<file path="src/rtl/int_mul_pkg.sv">
// int_mul_pkg: op encoding, row split and operand-sign decode for int_mul_pipe.
package int_mul_pkg;
  typedef enum logic [1:0] {
    MUL_OP_MUL    = 2'b00,
    MUL_OP_MULH   = 2'b01,
    MUL_OP_MULHSU = 2'b10,
    MUL_OP_MULHU  = 2'b11
  } mul_op_t;
  function automatic int rows_per_stage(int xlen, int stages);
    return (xlen + stages - 1) / (stages - 1);
  endfunction
  function automatic logic a_signed(mul_op_t op);
    return op == MUL_OP_MULH || op == MUL_OP_MULHSU;
  endfunction
  function automatic logic b_signed(mul_op_t op);
    return op == MUL_OP_MULH;
  endfunction
endpackage

</file>
<file path="src/rtl/int_mul_csa_slice.sv">
// int_mul_csa_slice: folds ROWS partial-product rows, starting at ROW_BASE, into a carry-save pair.
module int_mul_csa_slice #(
  parameter int XLEN     = 32,
  parameter int ROWS     = 11,
  parameter int ROW_BASE = 0
) (
  input  logic [2*XLEN+1:0] a_i,
  input  logic [XLEN:0]     b_i,
  input  logic [2*XLEN+1:0] sum_i,
  input  logic [2*XLEN+1:0] carry_i,
  output logic [2*XLEN+1:0] sum_o,
  output logic [2*XLEN+1:0] carry_o
);
  logic [2*XLEN+1:0] row, t;
  int idx;
  // row XLEN carries the negative weight of the extended sign bit of b
  always_comb begin
    sum_o   = sum_i;
    carry_o = carry_i;
    row     = '0;
    t       = '0;
    idx     = 0;
    for (int r = 0; r < ROWS; r++) begin
      idx     = ROW_BASE + r;
      row     = (idx <= XLEN && b_i[idx % (XLEN + 1)]) ? ((idx == XLEN ? -a_i : a_i) << idx) : '0;
      t       = sum_o ^ carry_o ^ row;
      carry_o = ((sum_o & carry_o) | (sum_o & row) | (carry_o & row)) << 1;
      sum_o   = t;
    end
  end
endmodule

</file>
<file path="src/rtl/int_mul_pipe.sv">
// int_mul_pipe: elastic STAGES-deep RV M-extension multiplier, flops on negedge clk_i.
// Define INT_MUL_TAG_EN to carry tag_i alongside each op to tag_o.
module int_mul_pipe
  import int_mul_pkg::*;
#(
  parameter int XLEN   = 32,
  parameter int STAGES = 4,
  parameter int TAG_W  = 5
) (
  input  logic             clk_i,
  input  logic             rst_n_i,
  input  logic             flush_i,
  input  logic             in_valid_i,
  output logic             in_ready_o,
  input  logic [1:0]       op_i,
  input  logic [XLEN-1:0]  a_i,
  input  logic [XLEN-1:0]  b_i,
  input  logic [TAG_W-1:0] tag_i,
  output logic             out_valid_o,
  input  logic             out_ready_i,
  output logic [XLEN-1:0]  result_o,
  output logic [TAG_W-1:0] tag_o
);
  localparam int P   = 2*XLEN + 2;
  localparam int RPS = rows_per_stage(XLEN, STAGES);
  logic [STAGES-1:0] v_q, v_d, adv, ld;
  logic              rdy_q;
  mul_op_t           op_n;
  mul_op_t           op_in [STAGES-1], op_q [STAGES-1], op_d [STAGES-1];
  logic [P-1:0]      a_in [STAGES-1], a_q [STAGES-1], a_d [STAGES-1];
  logic [XLEN:0]     b_in [STAGES-1], b_q [STAGES-1], b_d [STAGES-1];
  logic [P-1:0]      s_in [STAGES-1], s_q [STAGES-1], s_d [STAGES-1], ss [STAGES-1];
  logic [P-1:0]      c_in [STAGES-1], c_q [STAGES-1], c_d [STAGES-1], cc [STAGES-1];
  logic [P-1:0]      prod;
  logic [XLEN-1:0]   result_q, result_d;
  logic              unused_hi;
  // ready chain runs combinationally back from out_ready_i so a full pipe streams without bubbles
  always_comb begin
    adv[STAGES-1] = v_q[STAGES-1] & out_ready_i;
    for (int k = STAGES-2; k >= 0; k--) adv[k] = v_q[k] & (!v_q[k+1] | adv[k+1]);
    in_ready_o = rdy_q & !flush_i & (!v_q[0] | adv[0]);
    ld = {adv[STAGES-2:0], in_valid_i & in_ready_o};
    for (int k = 0; k < STAGES; k++) v_d[k] = !flush_i & (ld[k] | (v_q[k] & !adv[k]));
  end
  always_comb begin
    op_n     = mul_op_t'(op_i);
    op_in[0] = op_n;
    a_in[0]  = {{(P-XLEN){a_signed(op_n) & a_i[XLEN-1]}}, a_i};
    b_in[0]  = {b_signed(op_n) & b_i[XLEN-1], b_i};
    s_in[0]  = '0;
    c_in[0]  = '0;
    for (int k = 1; k < STAGES-1; k++) begin
      op_in[k] = op_q[k-1];
      a_in[k]  = a_q[k-1];
      b_in[k]  = b_q[k-1];
      s_in[k]  = s_q[k-1];
      c_in[k]  = c_q[k-1];
    end
  end
  for (genvar k = 0; k < STAGES-1; k++) begin : g_slice
    int_mul_csa_slice #(.XLEN(XLEN), .ROWS(RPS), .ROW_BASE(k*RPS)) u_slice (
      .a_i(a_in[k]), .b_i(b_in[k]), .sum_i(s_in[k]), .carry_i(c_in[k]),
      .sum_o(ss[k]), .carry_o(cc[k])
    );
  end
  always_comb begin
    for (int k = 0; k < STAGES-1; k++) begin
      op_d[k] = ld[k] ? op_in[k] : op_q[k];
      a_d[k]  = ld[k] ? a_in[k] : a_q[k];
      b_d[k]  = ld[k] ? b_in[k] : b_q[k];
      s_d[k]  = ld[k] ? ss[k] : s_q[k];
      c_d[k]  = ld[k] ? cc[k] : c_q[k];
    end
    prod     = s_q[STAGES-2] + c_q[STAGES-2];
    result_d = ld[STAGES-1] ? (op_q[STAGES-2] == MUL_OP_MUL ? prod[XLEN-1:0] : prod[2*XLEN-1:XLEN]) : result_q;
  end
  assign unused_hi = ^{prod[P-1:2*XLEN], a_q[STAGES-2], b_q[STAGES-2]};
  always_ff @(negedge clk_i or negedge rst_n_i) begin
    if (!rst_n_i) begin
      v_q      <= '0;
      rdy_q    <= 1'b0;
      result_q <= '0;
      op_q     <= '{default: MUL_OP_MUL};
      a_q      <= '{default: '0};
      b_q      <= '{default: '0};
      s_q      <= '{default: '0};
      c_q      <= '{default: '0};
    end else begin
      v_q      <= v_d;
      rdy_q    <= 1'b1;
      result_q <= result_d;
      op_q     <= op_d;
      a_q      <= a_d;
      b_q      <= b_d;
      s_q      <= s_d;
      c_q      <= c_d;
    end
  end
  assign out_valid_o = v_q[STAGES-1];
  assign result_o    = result_q;
`ifdef INT_MUL_TAG_EN
  logic [TAG_W-1:0] tag_q [STAGES], tag_d [STAGES];
  always_comb begin
    tag_d[0] = ld[0] ? tag_i : tag_q[0];
    for (int k = 1; k < STAGES; k++) tag_d[k] = ld[k] ? tag_q[k-1] : tag_q[k];
  end
  always_ff @(negedge clk_i or negedge rst_n_i) begin
    if (!rst_n_i) tag_q <= '{default: '0};
    else tag_q <= tag_d;
  end
  assign tag_o = tag_q[STAGES-1];
`else
  logic unused_tag;
  assign unused_tag = ^tag_i;
  assign tag_o      = '0;
`endif
endmodule
</file>
<file path="config.mk">
export PLATFORM = sky130hd
export DESIGN_NAME = int_mul_pipe
export DESIGN_NICKNAME = d
export VERILOG_FILES = /design/src/rtl/int_mul_pkg.sv /design/src/rtl/int_mul_csa_slice.sv /design/src/rtl/int_mul_pipe.sv
export SDC_FILE = /design/constraint.sdc
export NUM_CORES = 2
export LEC_CHECK = 0
export ABC_CLOCK_PERIOD_IN_PS = 14000
export BUFFER_PORTS_ARGS = -buffer_cell sky130_fd_sc_hd__buf_2
export CAP_MARGIN = 20
export CORE_AREA = 4 4 310 312
export DETAILED_ROUTE_END_ITERATION = 16
export DIE_AREA = 0 0 314 316
export GPL_TIMING_DRIVEN = 0
export HOLD_SLACK_MARGIN = 0.05
export PLACE_DENSITY = 0.71
export SLEW_MARGIN = 0
export SYNTH_ARGS = -nofsm -noshare
export SYNTH_HDL_FRONTEND = slang
export SYNTH_SLANG_ARGS = --single-unit
</file>
<file path="constraint.sdc">
create_clock -name clk_i -period 14 [get_ports clk_i]
set_input_delay 1.4 -clock clk_i [delete_from_list [all_inputs] [get_ports clk_i]]
set_output_delay 1.4 -clock clk_i [all_outputs]
set_load 0.01 [all_outputs]
</file>
==> results by group <==
STA
  • Layout Skew: 0.0252 ns
  • Endpoints failing hold: 0
  • # setup viols final: 0
  • Tightest Pin Transition: 1.15 ns
  • Setup TNS: 0 ns
  • Hold Slack: 0.428 ns
  • Slew Limit Fails: 0
  • Worst slew margin: 23.1%

Finish
  • Fraction of layout cells with a size suffix above 1: 12.3%
  • Layout area overhead: 8.58%
  • Fill cells: 8,239
  • N_diodes: 0
  • Post-route cell area: 0.0494 sq mm
  • Nets: 5,452

Clocking
  • Clock slew at reported path FFs: 0.05 ns
  • CTS tree: yes
  • Clock sink count: 400
  • Worst skew pair latency: 0.59 ns
  • Post-CTS Setup Bufs: 0
  • H-tree depth: 2
  • Clock buffer depth: 3
  • Clk root buf: clkbuf_16
  • Hold Buf Count CTS: 0
  • Inserted Clock Buffers: 47

Route
  • Vias/cell: 5.29
  • First DRT Iteration DRCs: 1,728
  • DR WL/cell: 20.9 um
  • Overall via count from detail_route: 29,500
  • Final ANT Viol Nets: 0
  • Total routed wirelength: 116,000 um
  • DRC viols: 0
  • Pre-antenna DRT Iters: 5

Outcome
  • Outcome: completed

Floorplan
  • Core area: 0.0930 sq mm
  • Area of the die: 0.0992 sq mm
  • Height of the die: 316 um
  • Initial core utilization: 48.9%
  • Die X: 314 um
  • # rows: 112
  • IO Count: 115

Placement
  • Placed cell areas: 0.0477 sq mm
  • PortBufs: 103
  • Detailed placement HPWL: 101,000 um
  • Placer Congestion: 0.912

Setup path
  • Worst Setup Start Kind: input pin
  • Start point of the critical path: b_i[2]
  • Crit Reg-Reg Startpoint: a_in[13]
  • CP max FO: 10
  • Worst Setup Path Type: input pin to flop
  • Setup crit end kind: flop
  • Worst Path Arrival: 7.31 ns
  • Worst EP required: 7.42 ns

Global route
  • First-pass GRT wire length: 187,000 um
  • GRT Total Usage: 24.4%
  • Initial antenna violation count: 6
  • Number of global-route vias before repair: 32,400
  • Grt ovf: 0
  • Pin count of the biggest net entering global routing: 124

Logic synthesis
  • Yosys synthesis warning count: 0
  • Number of synthesized flops with an enable pin: 0
  • Mean Syn Cell Area: 11.0 sq um
  • Synth Flop Type: dfrtn_1
  • Synth unique cells: 65
  • Mapped Cells: 4,132
  • Register area share after synthesis: 22.0%
  • Synthesized area: 0.0455 sq mm
  • Post-synth ARST share: 100%
  • FF+latch count, synth: 400

Worst hold path
  • Hold crit path type: flop to flop
  • Hold path startpoint: result_o[18]

Run
  • Max cap viols: 0
[cells by family (layout without fill, tap and decap cells)]
family,after synthesis,in the layout,synth area share [%]
adder cells (fa/ha/maj),1086,1086,46.7
other,2,6,0.0165
flip-flops,400,400,22.0
multiplexers,300,300,7.42
buffers and inverters,684,876,5.73
XOR/XNOR,41,41,0.790
AND/OR/NAND/NOR,1374,1374,14.2
AO/OA/AOI/OAI,245,245,3.10
[path summary, 6_finish.rpt]
check / endpoint / slack (ns) / cells after the start
setup / recovery: s_in[99] / 0.11 / 15
min in group asynchronous: c_q[55] / 7.68 / 1
hold / removal: result_o[18] / 0.43 / 2
max in group asynchronous: c_in[88] / 4.69 / 3
setup reg to reg: s_q[35] / 6.76 / 17
hold reg to reg: result_o[18] / 0.43 / 2
[critical path: stages]
cell and delay [ns]:
buf_2 0.28, clkbuf_1 0.61, and2_1 0.28, fa_2 0.45, inv_2 0.07, fa_2 0.44, fa_2 0.57, fa_2 0.45
fa_2 0.55, fa_2 0.44, fa_1 0.48, inv_1 0.05, fa_2 0.53, fa_1 0.43, mux2_2 0.27
[final cells by class]
type	instances	area (sq um)	area share (%)
Buffer	291	1140	2.32
Clock buffer	62	1310	2.66
Clock inverter	25	318	0.644
Inverter	392	1470	2.98
Multi-Input combinational cell	3052	32900	66.7
Sequential cell	400	10000	20.3
Tap cell	1254	1570	3.18
Timing Repair Buffer	106	608	1.23
[metal layers]
metal,global-route usage [%],part of all wire (%),up-vias
li1,-,-,13000
met1,32.4,42,15600
met2,42.1,49,760
met3,3.08,5.4,228
met4,7.70,3.8,0
met5,0,0,-
[placed cells by master, fill, tap and decap left out, types with 24 or more instances in the layout]
master     instances
xnor2_1           26
mux2_2           295
dfrtn_1          400
inv_1            389
clkbuf_16         47
buf_2            112
clkbuf_1         273
and2_1           383
and3_1            24
a21oi_1           67
o21ai_0          111
fa_1            1009
nand2_1          829
nor2_1            51
ha_1              64
[state kept, by name, summed over array words and instances, names as in the netlist]
signal / count
s_q: 64
a_in: 66
s_in: 97
op_in: 4
c_in: 66
b_in: 33
result_o: 32
op_q: 2
rdy_q: 1
c_q: 31
v_q: 4
[repair_timing]
item                                   4_1_cts  5_1_grt
endpoints found under the hold margin        0        0
pin swaps                                    0        3
setup endpoints to repair                    5       10
resized for setup                            0       10
[cell usage after synthesis, types with 5 or more instances]
| cell type | number | area share, % |
|---|---|---|
| dfrtn_1 | 400 | 22 |
| and3_1 | 24 | 0.33 |
| nand4_1 | 10 | 0.14 |
| buf_1 | 6 | 0.050 |
| and2_1 | 383 | 5.3 |
| o211ai_1 | 5 | 0.083 |
| inv_1 | 392 | 3.2 |
| ha_1 | 66 | 1.8 |
| xor2_1 | 15 | 0.29 |
| or3_1 | 11 | 0.15 |
| a21oi_1 | 67 | 0.74 |
| o21a_1 | 6 | 0.099 |
| a31oi_1 | 7 | 0.096 |
| nor3_1 | 14 | 0.15 |
| xnor2_1 | 26 | 0.50 |
| buf_4 | 5 | 0.083 |
| mux2_2 | 296 | 7.3 |
| nor2_1 | 51 | 0.42 |
| o21ai_0 | 111 | 1.2 |
| nor2b_1 | 8 | 0.11 |
| a21o_1 | 12 | 0.20 |
| nand2_1 | 831 | 6.9 |
| clkbuf_1 | 270 | 2.2 |
| nand3_1 | 12 | 0.13 |
| buf_2 | 10 | 0.11 |
| fa_1 | 1020 | 45 |
[stage by stage]
step	setup WS [ns]	instances	utilization, %
floorplan	0.00408	4136	-
global placement	-3.25	5493	51.2
detailed placement	-0.709	5496	51.3
CTS	0.0337	5582	53.0
global route	-0.0111	5582	53.1
finish	0.114	5582	53.1
Power is not shown: default switching activity piles up to over one toggle a cycle in this logic, so the estimate is an artifact.
